<file path="src/rtl/writeback_sequencer_pkg.sv">
// Shared pipeline definitions for the write-back stage: state encoding, default widths and
// the decoded control-bundle layout shared with the decode stage.
package writeback_sequencer_pkg;

    localparam int unsigned DATA_W_DEF = 16;
    localparam int unsigned REG_AW_DEF = 4;
    localparam int unsigned ST_W       = 2;

    localparam logic [ST_W-1:0] ST_IDLE_ENC   = 2'd0;
    localparam logic [ST_W-1:0] ST_SECOND_ENC = 2'd1;
    localparam logic [ST_W-1:0] ST_HALT_ENC   = 2'd2;

    typedef enum logic [ST_W-1:0] {
        ST_IDLE   = ST_IDLE_ENC,
        ST_SECOND = ST_SECOND_ENC,
        ST_HALT   = ST_HALT_ENC
    } wb_state_e;

    // Control bundle as produced by decode and carried down to MEM/WB
    typedef struct packed {
        logic reg_write;
        logic write_op2;
        logic halt;
        logic overflow;
    } wb_ctrl_t;

endpackage

</file>
<file path="src/rtl/writeback_sequencer.sv">
// Write-back sequencer: splits swaps into two register-file writes, suppresses overflowing
// writes and freezes retirement on halt. Optional RETIRE_CNT_EN adds a retired-instruction counter.
module writeback_sequencer
    import writeback_sequencer_pkg::*;
#(
    parameter int unsigned DATA_W  = DATA_W_DEF,
    parameter int unsigned REG_AW  = REG_AW_DEF,
    parameter int unsigned R0_ZERO = 1
) (
    input  logic              clk,
    input  logic              rst,
    input  logic              wb_valid,
    output logic              wb_ready,
    input  logic              wb_reg_write,
    input  logic              wb_write_op2,
    input  logic              wb_halt,
    input  logic              wb_overflow,
    input  logic [REG_AW-1:0] wb_rd,
    input  logic [REG_AW-1:0] wb_rd2,
    input  logic [DATA_W-1:0] wb_data,
    input  logic [DATA_W-1:0] wb_data2,
    output logic              rf_we,
    output logic [REG_AW-1:0] rf_waddr,
    output logic [DATA_W-1:0] rf_wdata,
`ifdef RETIRE_CNT_EN
    output logic [31:0]       retire_cnt,
`endif
    output logic              ovf_flag,
    output logic              halted
);

    wb_state_e         state, state_d;
    wb_ctrl_t          ctrl;
    logic              accept;
    logic              write_ok;
    logic              rf_we_d;
    logic [REG_AW-1:0] rf_waddr_d;
    logic [DATA_W-1:0] rf_wdata_d;
    logic              ovf_flag_d;
    logic              halted_d;
    logic [REG_AW-1:0] rd2_q, rd2_d;
    logic [DATA_W-1:0] data2_q, data2_d;

    assign ctrl     = '{reg_write: wb_reg_write, write_op2: wb_write_op2,
                        halt: wb_halt, overflow: wb_overflow};
    assign wb_ready = (state == ST_IDLE);
    assign accept   = wb_valid & wb_ready;
    assign write_ok = ctrl.reg_write & ~ctrl.overflow;

    // State and output registers
    always_ff @(posedge clk or posedge rst) begin
        if (rst) begin
            state    <= ST_IDLE;
            rf_we    <= 1'b0;
            rf_waddr <= '0;
            rf_wdata <= '0;
            ovf_flag <= 1'b0;
            halted   <= 1'b0;
            rd2_q    <= '0;
            data2_q  <= '0;
        end else begin
            state    <= state_d;
            rf_we    <= rf_we_d;
            rf_waddr <= rf_waddr_d;
            rf_wdata <= rf_wdata_d;
            ovf_flag <= ovf_flag_d;
            halted   <= halted_d;
            rd2_q    <= rd2_d;
            data2_q  <= data2_d;
        end
    end

    // Next-state and next-output logic; halted doubles as the pending-halt marker in SECOND
    always_comb begin
        state_d    = state;
        rf_we_d    = 1'b0;
        rf_waddr_d = rf_waddr;
        rf_wdata_d = rf_wdata;
        ovf_flag_d = ovf_flag;
        halted_d   = halted;
        rd2_d      = rd2_q;
        data2_d    = data2_q;
        case (state)
            ST_IDLE: begin
                if (accept) begin
                    if (write_ok) begin
                        rf_we_d    = ~((R0_ZERO != 0) && (wb_rd == '0));
                        rf_waddr_d = wb_rd;
                        rf_wdata_d = wb_data;
                        if (ctrl.write_op2) begin
                            rd2_d   = wb_rd2;
                            data2_d = wb_data2;
                            state_d = ST_SECOND;
                        end
                    end
                    if (ctrl.reg_write && ctrl.overflow) begin
                        ovf_flag_d = 1'b1;
                    end
                    if (ctrl.halt) begin
                        halted_d = 1'b1;
                        if (!(write_ok && ctrl.write_op2)) begin
                            state_d = ST_HALT;
                        end
                    end
                end
            end
            ST_SECOND: begin
                rf_we_d    = ~((R0_ZERO != 0) && (rd2_q == '0));
                rf_waddr_d = rd2_q;
                rf_wdata_d = data2_q;
                state_d    = halted ? ST_HALT : ST_IDLE;
            end
            ST_HALT: begin
                state_d = ST_HALT;
            end
            default: begin
                state_d = ST_IDLE;
            end
        endcase
    end

`ifdef RETIRE_CNT_EN
    // Counts accepted instructions; accepts only happen in IDLE so it freezes in HALT
    always_ff @(posedge clk or posedge rst) begin
        if (rst) begin
            retire_cnt <= 32'd0;
        end else if (accept) begin
            retire_cnt <= retire_cnt + 32'd1;
        end
    end
`endif

endmodule

</file>
<file path="config.mk">
export PLATFORM = sky130hd
export DESIGN_NAME = writeback_sequencer
export DESIGN_NICKNAME = d
export VERILOG_FILES = /design/src/rtl/writeback_sequencer_pkg.sv /design/src/rtl/writeback_sequencer.sv
export SDC_FILE = /design/constraint.sdc
export NUM_CORES = 1
export LEC_CHECK = 0
export CAP_MARGIN = 20
export CORE_MARGIN = 10
export CORE_UTILIZATION = 40
export DETAILED_ROUTE_END_ITERATION = 12
export PLACE_DENSITY = 0.82
export RECOVER_POWER = 50
export REMOVE_ABC_BUFFERS = 1
export SYNTH_ARGS = -nofsm -noshare
export SYNTH_HDL_FRONTEND = slang
export SYNTH_SLANG_ARGS = --single-unit
export TNS_END_PERCENT = 50
</file>
<file path="constraint.sdc">
create_clock -name clk -period 3.5 [get_ports clk]
set_input_delay 0.525 -clock clk [delete_from_list [all_inputs] [get_ports clk]]
set_output_delay 0.525 -clock clk [all_outputs]
set_load 0.1 [all_outputs]
</file>
==> results.md, run 1 <==
- Hold Path Stages: 1
- Die width: 91.82 µm
- R2R depth: 4
- Syn. warnings: 0
- Drt first pass iters: 4
- Gpl congestion: ~0.7
- Vias: 1334
- Wire length on met1: a little over 2000 µm
- Count of cell types in the netlist: 24
- Reg clk slew, reported paths: ~0.09 ns
- Fmax: approximately 390 MHz
- Pwr Total: around 1000 µW
- CP max stage delay: ~0.8 ns
- Compound-Gate Fraction of Synth Area: 0.02608
- EDFF count, synth: 0
- Routed wire length on met2: approximately 2200 µm
- Clock share of power: 0.406
- Worst path required time: ~3.7 ns
- Worst vdd ir: ~220 µV
- Synth cell count leaders: 45 x dfrtp_1, 22 x mux2_4, 19 x mux2_1, 15 x mux2_2, 5 x nand2_1
- CORE AREA: about 5000 µm²
- I/O Buffers: 70
- Sw Share: 0.1994
- Synth Area in Simple Gates: 0.05397
- Drt drc: 0
- Die Span Y: ~92 µm
- Crit path kind: flop to flop
- Worst Clk Skew: roughly 0.005 ns
- Max-slew headroom: -0.1136
- Final hold vios: 0
- Xor-xnor portion of the synthesized cell area: 0
- First-pass GRT wire length: ~7500 µm
- Status: finished with violations
- Vias in the first global route: between 1000 and 1500
- Post-cts repair resize count: 0
- Post-synthesis async set-or-reset flop share: 1.000
- Overflow after GRT: 0
- Leading register cell type out of synthesis: dfrtp_1
- Setup TNS: 0 ns
- CP Data Arrival Time: 2.72 ns
- Cell Chain, Critical Path: nand2b_1, clkbuf_1, mux2_4, mux2_2
- Yosys top cell area share: 0.5458
- Post-synth top area cell: dfrtp_1
- Power Dens Cells: ~350 nW/µm²
- Post-DR wirelength/cell: around 17 µm
- Most frequent cell after synthesis: dfrtp_1
- Flop pwr share: 0.514
- Syn avg cell area: between 15 and 20 µm²
- P&R area growth vs syn: 41.78%
- Worst-margin pin slew: between 1.5 and 2 ns
- Slowest stage cell, crit path: clkbuf_1
- CTS Buffer Depth: 2
- Inserted Diodes: 0
- Initial antenna violation count: 0
- Largest cells by area after synthesis: dfrtp_1 55%, mux2_4 16%, mux2_1 10%
- CTS tree: built
- Crit end category: flop
- Mapped cell area: ~2100 µm²
- Drt via density: roughly 4.8
- Crit path launch type: flop
- Critical path depth in cells: 4
- Comb power frac: 0.080
- Synth Register Bits: 45
- Failing checks: capacitance limit, slew limit
- CTS Buf Count: 5
- HP Class: flop to flop
- Setup violators final: 0
- Post-route ant nets: 0
- Crit share post-route: 0.7239
- MaxCap Viol Count: 1
- Total GRT Usage: 0.1091
- Clock Sinks: between 40 and 50
- Die area: about 8400 µm²
- Root Driver: clkbuf_8
- Cells after synthesis: about 140
- Int Power: 809.7 µW
- Post-synthesis mux area share: 0.3457
- Number of cell rows: 26
- Post-CTS Setup Inserts: 0
- Layout Nets: around 260
- Final HPWL DP: between 3000 and 4000 µm
- Clk Latency, worst-skew pair: around 0.29 ns
- Slew Viols, Final: 46
- Critical Path Fanout Max: 13
- Buf/Inv on CP: 1
- Sequential area share after synthesis: 0.5458
- Largest net degree at the start of global routing: 46
- Largest family of logic cells by synthesized area: multiplexers
- Layout cells sized above 1: 0.2344
- CP delay by family, top: buffers and inverters
- Final WL: between 4000 and 5000 µm
- Initial Utilization: 0.4092
- RSZ-0062 raised after global routing: false
- Leak: 0.001442 µW
- Post-CTS Hold Buffers: 0
- H-Tree Level Count: 2
- Met3 wire len: approximately 430 µm
- Initial DRC count: 17
- Top sig layer: met4
- I/O pin count: 71
- Sw power: roughly 200 µW
- Tmin final: between 2 and 3 ns
- Post-synthesis adder-cell area fraction: 0
## worst reg2reg max path, cell delays in order (launching register included)
cell and delay (ns):
dfrtp_1 0.44, nand2b_1 0.58, clkbuf_1 0.80, mux2_4 0.35, mux2_2 0.27
## worst paths after layout
check / slack (ns) / to / start
max: 0.97 / rf_wdata[15] / state[1]
min: 0.48 / ovf_flag / ovf_flag
max reg2reg: 0.97 / rf_wdata[15] / state[1]
min reg2reg: 0.48 / ovf_flag / ovf_flag
max in group asynchronous: 1.34 / halted / rst
min in group asynchronous: 1.18 / data2_q[5] / rst
## metrics by stage
stage / hold slack (ns) / utilization / setup WS [ns] / cells / cell area (µm²)
after floorplan: 0.4570 / - / 0.6544 / 129 / 2012
after global placement: 0.4714 / 0.5578 / 1.162 / 271 / 2813
after detailed placement: 0.4550 / 0.5578 / 1.106 / 271 / 2813
after CTS: 0.4845 / 0.5816 / 1.139 / 279 / 2933
after global routing: 0.5022 / 0.5801 / 0.8301 / 279 / 2925
final: 0.4805 / 0.5801 / 0.9663 / 279 / 2925
## flip-flops by register name, indices dropped and copies added, names as in the netlist
| signal | count |
|---|---|
| data2_q | 16 |
| rf_wdata | 16 |
| rd2_q | 4 |
| rf_waddr | 4 |
| state | 2 |
| halted | 1 |
| ovf_flag | 1 |
| rf_we | 1 |
## cell usage in the layout, fill, tap and decap left out, types with 2 or more instances in the layout
cell type,Yosys,routed
mux2_4,22,22
a31oi_1,2,2
dlygate4sd3_1,0,3
inv_1,2,2
nand2_1,5,5
mux2_1,19,19
clkbuf_8,0,6
dfrtp_1,45,45
a21o_1,2,2
clkdlybuf4s50_1,0,66
nor4_1,2,2
mux2_2,15,15
clkbuf_1,0,2
nand2b_1,2,2
nor2_1,3,3
## cell type report
class / instances / area (µm²)
Tap cell: 70 / 87.58
Fill cell: 424 / 2117
Clock buffer: 6 / 82.58
Multi-Input combinational cell: 82 / 878.3
Clock inverter: 2 / 37.54
Timing Repair Buffer: 72 / 705.7
Sequential cell: 45 / 1126
Inverter: 2 / 7.507
## power by group through the flow
stage / registers (µW) / clock network, µW / logic (µW)
floorplan: 530 / 0 / 24.2
global placement: 530 / 0 / 82.1
CTS: 519 / 423 / 83.7
global route: 520 / 438 / 86.9
finish: 519 / 411 / 80.9
detailed placement: 530 / 0 / 83.3
## layer usage
layer / up-vias / track usage
met4: 0 / 0.01928
met5: - / 0
met2: 47 / 0.1825
li1: 626 / -
met1: 657 / 0.1235
met3: 4 / 0.05623
## logic make-up (layout without fill, tap and decap cells)
logic type             count (synthesis)  count (layout)
and+or+nand+nor                       19              19
AOI/OAI and AO/OA                      7               7
buffers and inverters                  8              82
DFF                                   45              45
muxes                                 56              56
Power figures use the tool's default switching activity.
==> run 2, diff against run 1 <==
==> constraint.sdc (replaced) <==
create_clock -name clk -period 2.4 [get_ports clk]
set_input_delay 0.36 -clock clk [delete_from_list [all_inputs] [get_ports clk]]
set_output_delay 0.36 -clock clk [all_outputs]
set_load 0.1 [all_outputs]
==> run 2 against run 1 <==
Compared with the run above: the flow now finishes without violations; count of clock-buffer cells in the layout increased by 1; critical path type is now flop to primary output; register-to-register slack got worse by 0.25 ns; combinational power up 47%; largest cell class unchanged; core utilization decreased by 2.1 points.
==> results.md, run 2 (synthesis gave the netlist of run 1 again) <==
- Status: completed
- CP Data Arrival Time: about 1.5 ns
- Leak: around 0.0014 µW
- Total GRT Usage: 0.1136
- Buf/Inv on CP: 1
- Clock Sinks: 45
- CORE AREA: approximately 5000 µm²
- Clock share of power: 0.344
- First-pass GRT wire length: 7790 µm
- Power Dens Cells: ~470 nW/µm²
- Worst-margin pin slew: 1.191 ns
- Slew Viols, Final: 0
- Post-CTS Setup Inserts: 0
- Crit path from: rf_wdata[2]
- Sw power: about 260 µW
- Worst path required time: 2.04 ns
- Reg-to-reg startpoint: state[1]
- Sw Share: 0.1979
- Most common cell after layout, fill and taps aside: dfrtp_1
- Drt first pass iters: 4
- Vias: roughly 1300
- Setup TNS: 0 ns
- Worst Clk Skew: about 0.0052 ns
- Int Power: between 1000 and 1500 µW
- Layout cells sized above 1: 0.3095
- P&R area growth vs syn: 36.69%
- Clk Latency, worst-skew pair: 0.29 ns
- Final WL: around 4600 µm
- Vias in the first global route: approximately 1600
- Overflow after GRT: 0
- Number of cell rows: 26
- Tmin final: around 1.9 ns
- Slowest stage cell, crit path: clkbuf_1
- Die width: 91.82 µm
- Initial antenna violation count: 0
- Hold Crit Start: ovf_flag
- Inserted Diodes: 0
- CTS Buffer Depth: 2
- Post-route ant nets: 0
- Largest registers: data2_q x16, rf_wdata x16
- Post-CTS Hold Buffers: 0
- I/O Buffers: 70
- Drt via density: between 4 and 5
- Critical Path Fanout Max: 2
- Worst vdd ir: approximately 300 µV
- CP delay by family, top: buffers and inverters
- Largest net degree at the start of global routing: 46
- Initial Utilization: 0.4092
- Final hold vios: 0
- Crit path launch type: flop
- CTS tree: built
- Post-cts repair resize count: 0
- Initial DRC count: 35
- Reg clk slew, reported paths: ~0.080 ns
- Final HPWL DP: roughly 3600 µm
- Post-DR wirelength/cell: roughly 16 µm
- Die area: roughly 8400 µm²
- Flop pwr share: 0.567
- Setup violators final: 0
- Max-slew headroom: 0.2091
- Crit path kind: flop to primary output
- Comb power frac: 0.089
- Worst hold slack: roughly 0.48 ns
- Die Span Y: ~92 µm
- Crit share post-route: 0.7850
- Root Driver: clkbuf_8
- CP max stage delay: slightly below 0.9 ns
- I/O pin count: between 70 and 80
- Layout Nets: 257
- Cell Chain, Critical Path: clkbuf_1
- HP Class: flop to flop
- Drt drc: 0
- Crit end category: primary output
- RSZ-0062 raised after global routing: false
- H-Tree Level Count: 2
- Gpl congestion: 0.7333
- Fmax: between 500 and 600 MHz
- Most frequent cells in the layout: 45 x dfrtp_1, 44 x clkdlybuf4s50_1, 22 x mux2_4, 19 x mux2_1, 18 x buf_4
- CTS Buf Count: 5
- MaxCap Viol Count: 0
==> run 2: cell types whose count changed in the layout (fill, tap and decap cells not counted), sizes merged <==
cell and delta:
dlygate4sd3 -1, clkinvlp -1, bufinv -1, buf +17
clkinv +1, inv -1, clkdlybuf4s50 -22, clkbuf +9
==> run 2: power by group through the flow <==
stage                     Clock (µW)  Combinational (µW)  Sequential [µW]
after floorplan                    0                35.3              773
after global placement             0                 121              773
after detailed placement           0                 122              773
final                            459                 119              758
after global routing             510                 130              757
after CTS                        478                 122              757
==> run 2: worst paths after layout <==
kind                                end  slack [ns]  cells after the start
max reg2reg                rf_wdata[13]        0.72                      4
min in group asynchronous    data2_q[4]        0.86                      3
max                         rf_wdata[2]        0.52                      1
max in group asynchronous    data2_q[7]        0.88                      3
min reg2reg                    ovf_flag        0.48                      1
min                            ovf_flag        0.48                      1
==> run 2: stage by stage <==
stage / cell area [µm²] / cells / worst slack, ns / utilization / total power (µW)
2_1_floorplan: 2012 / 129 / -0.4456 / - / 807.9
3_3_place_gp: 2770 / 273 / 0.4314 / 0.5494 / 893.5
3_5_place_dp: 2770 / 273 / 0.3640 / 0.5494 / 894.1
4_1_cts: 2856 / 280 / 0.6873 / 0.5665 / 1357
5_1_grt: 2820 / 280 / 0.4639 / 0.5593 / 1398
6_report: 2820 / 280 / 0.5160 / 0.5593 / 1336
==> run 2: final cells by class <==
cell class,instances,area [µm²]
well taps,70,87.58
multi-input cells,82,878.3
repair buffers,74,634.4
flip-flops and latches,45,1126
clock buffers,7,86.33
inverters,2,7.507
fillers,439,2222
==> run 2: layer usage <==
| layer | global-route usage | routed length [µm] | vias up |
|---|---|---|---|
| met4 | 0.02314 | 38 | 0 |
| li1 | - | - | 627 |
| met1 | 0.1356 | 1951 | 657 |
| met5 | 0 | 0 | - |
| met2 | 0.1813 | 2205 | 51 |
| met3 | 0.05705 | 425 | 6 |
==> run 3, diff against run 2 <==
--- a/config.mk
+++ b/config.mk
@@ -9,7 +9,7 @@
 export CORE_MARGIN = 10
 export CORE_UTILIZATION = 40
 export DETAILED_ROUTE_END_ITERATION = 12
-export PLACE_DENSITY = 0.82
+export PLACE_DENSITY = 0.85
 export RECOVER_POWER = 50
 export REMOVE_ABC_BUFFERS = 1
 export SYNTH_ARGS = -nofsm -noshare
==> constraint.sdc (replaced) <==
create_clock -name clk -period 1.6 [get_ports clk]
set_input_delay 0.24 -clock clk [delete_from_list [all_inputs] [get_ports clk]]
set_output_delay 0.24 -clock clk [all_outputs]
set_load 0.1 [all_outputs]
==> run 3 against run 2 <==
Compared with the run above: critical path depth grew 3; critical endpoint is now rf_wdata[12]; sequential power grew 50%; sequential cell count did not move; setup slack worse by 0.45 ns; core utilization grew 8.6 points; final cell count up 2.5%; count of clock-buffer cells in the layout unchanged; clock skew hardly changed.
==> results.md, run 3 (synthesis gave the netlist of run 1 again) <==
- Post-CTS Setup Inserts: 0
- Worst vdd ir: 529.3 µV
- Gpl congestion: roughly 0.76
- Placed Area: approximately 3200 µm²
- Die area: roughly 8400 µm²
- Critical Path Fanout Max: 18
- Crit path kind: primary input to flop
- Worst Clk Skew: roughly 0.0050 ns
- Number of cell rows: 26
- Crit share post-route: 0.9593
- Setup violators final: 0
- HP Class: flop to flop
- Worst-margin pin slew: between 1 and 1.5 ns
- Fmax: approximately 650 MHz
- Crit path launch type: primary input
- Layout cells sized above 1: 0.3825
- Worst path required time: approximately 1.8 ns
- Final HPWL DP: roughly 3700 µm
- Fill count: ~370
- Initial antenna violation count: 0
- RSZ-0062 raised after global routing: true
- CP Data Arrival Time: between 1.5 and 2 ns
- Root Driver: clkbuf_8
- Die width: approximately 92 µm
- Vias in the first global route: between 1500 and 2000
- Setup TNS: 0 ns
- H-Tree Level Count: 2
- Tmin final: roughly 1.5 ns
- Post-route ant nets: 0
- Vias: about 1400
- Slew Viols, Final: 0
- First-pass GRT wire length: about 8000 µm
- P&R area growth vs syn: 57.73%
- Final hold vios: 0
- Die Span Y: slightly above 90 µm
- Layout Nets: 263
- MaxCap Viol Count: 0
- Pre-CTS setup slack: -0.2281 ns
- I/O Buffers: 70
- Inserted Diodes: 0
- Drt via density: approximately 4.9
- PnR worst setup slack: approximately 0.065 ns
- CORE AREA: between 5000 and 6000 µm²
- Overflow after GRT: 0
- Initial Utilization: 0.4092
- Drt drc: 0
- Reg clk slew, reported paths: roughly 0.080 ns
- Finished Cell Area: 3254 µm²
- CTS tree: built
- Most common cell after layout, fill and taps aside: clkdlybuf4s50_1
- Largest registers: data2_q x16, rf_wdata x16
- Crit end category: flop
- Clock Sinks: between 40 and 50
- Max-slew headroom: 0.2689
- Post-DR wirelength/cell: ~17 µm
- CTS Buffer Depth: 2
- Power Dens Cells: around 640 nW/µm²
- Largest net degree at the start of global routing: 46
- I/O pin count: 71
- Clk Latency, worst-skew pair: approximately 0.29 ns
- Most frequent cells in the layout: 46 x clkdlybuf4s50_1, 45 x dfrtp_1, 26 x buf_12, 22 x mux2_4, 19 x mux2_1
- Worst hold slack: 0.4892 ns
- Pwr Total: around 2100 µW
- Drt first pass iters: 4
- Multi-input logic area: a little under 900 µm²
- Leak: 0.001609 µW
- Total GRT Usage: 0.1188
- Initial DRC count: 40
- FF+latch area: around 1100 µm²
- Final WL: around 4800 µm
- Status: completed
- CTS Buf Count: 5
==> run 3: layout make-up <==
cell class | instances | share of cell area
flip-flops and latches | 45 | 0.3460
repair buffers | 80 | 0.3203
clock buffers | 7 | 0.02960
multi-input cells | 82 | 0.2734
well taps | 70 | 0.02691
clock inverters | 1 | 0.001538
inverters | 2 | 0.002307
==> run 3: through the flow <==
step / instances / utilization
after global placement: 279 / 0.6253
after detailed placement: 279 / 0.6253
after global routing: 287 / 0.6454
final: 287 / 0.6454
after CTS: 287 / 0.6454
after floorplan: 129 / -
==> run 3: path summary, 6_finish.rpt <==
| check | start | end | slack (ns) | cells after the start |
|---|---|---|---|---|
| setup / recovery | wb_overflow | rf_wdata[12] | 0.07 | 4 |
| min in group asynchronous | rst | data2_q[2] | 0.61 | 3 |
| hold reg to reg | data2_q[3] | data2_q[3] | 0.49 | 1 |
| setup reg to reg | state[1] | data2_q[13] | 0.09 | 5 |
| max in group asynchronous | rst | rf_wdata[6] | 0.33 | 3 |
| hold / removal | data2_q[3] | data2_q[3] | 0.49 | 1 |
==> run 3: what timing repair did <==
action / 4_1_cts / 5_1_grt
endpoints found under the setup margin: 0 / 19
resized for setup: 0 / 3
hold buffers: 0 / 0
==> run 3: per-layer routing <==
| layer | up-vias | part of all wire | GRT usage |
|---|---|---|---|
| met5 | - | 0 | 0 |
| met4 | 0 | 0.014 | 0.04627 |
| met3 | 8 | 0.051 | 0.03423 |
| met2 | 44 | 0.53 | 0.2115 |
| met1 | 691 | 0.40 | 0.1304 |
| li1 | 649 | - | - |
==> run 3: report_power, final <==
part | internal, µW | switching, µW
combinational | 131 | 51.0
clock | 391 | 372
sequential | 1140 | 0
total | 1660 | 423
==> run 3: worst max-delay path: stages <==
cell             delay [ns]
clkdlybuf4s50_1        0.46
nand4bb_1              0.37
nand2_8                0.28
mux2_2                 0.36
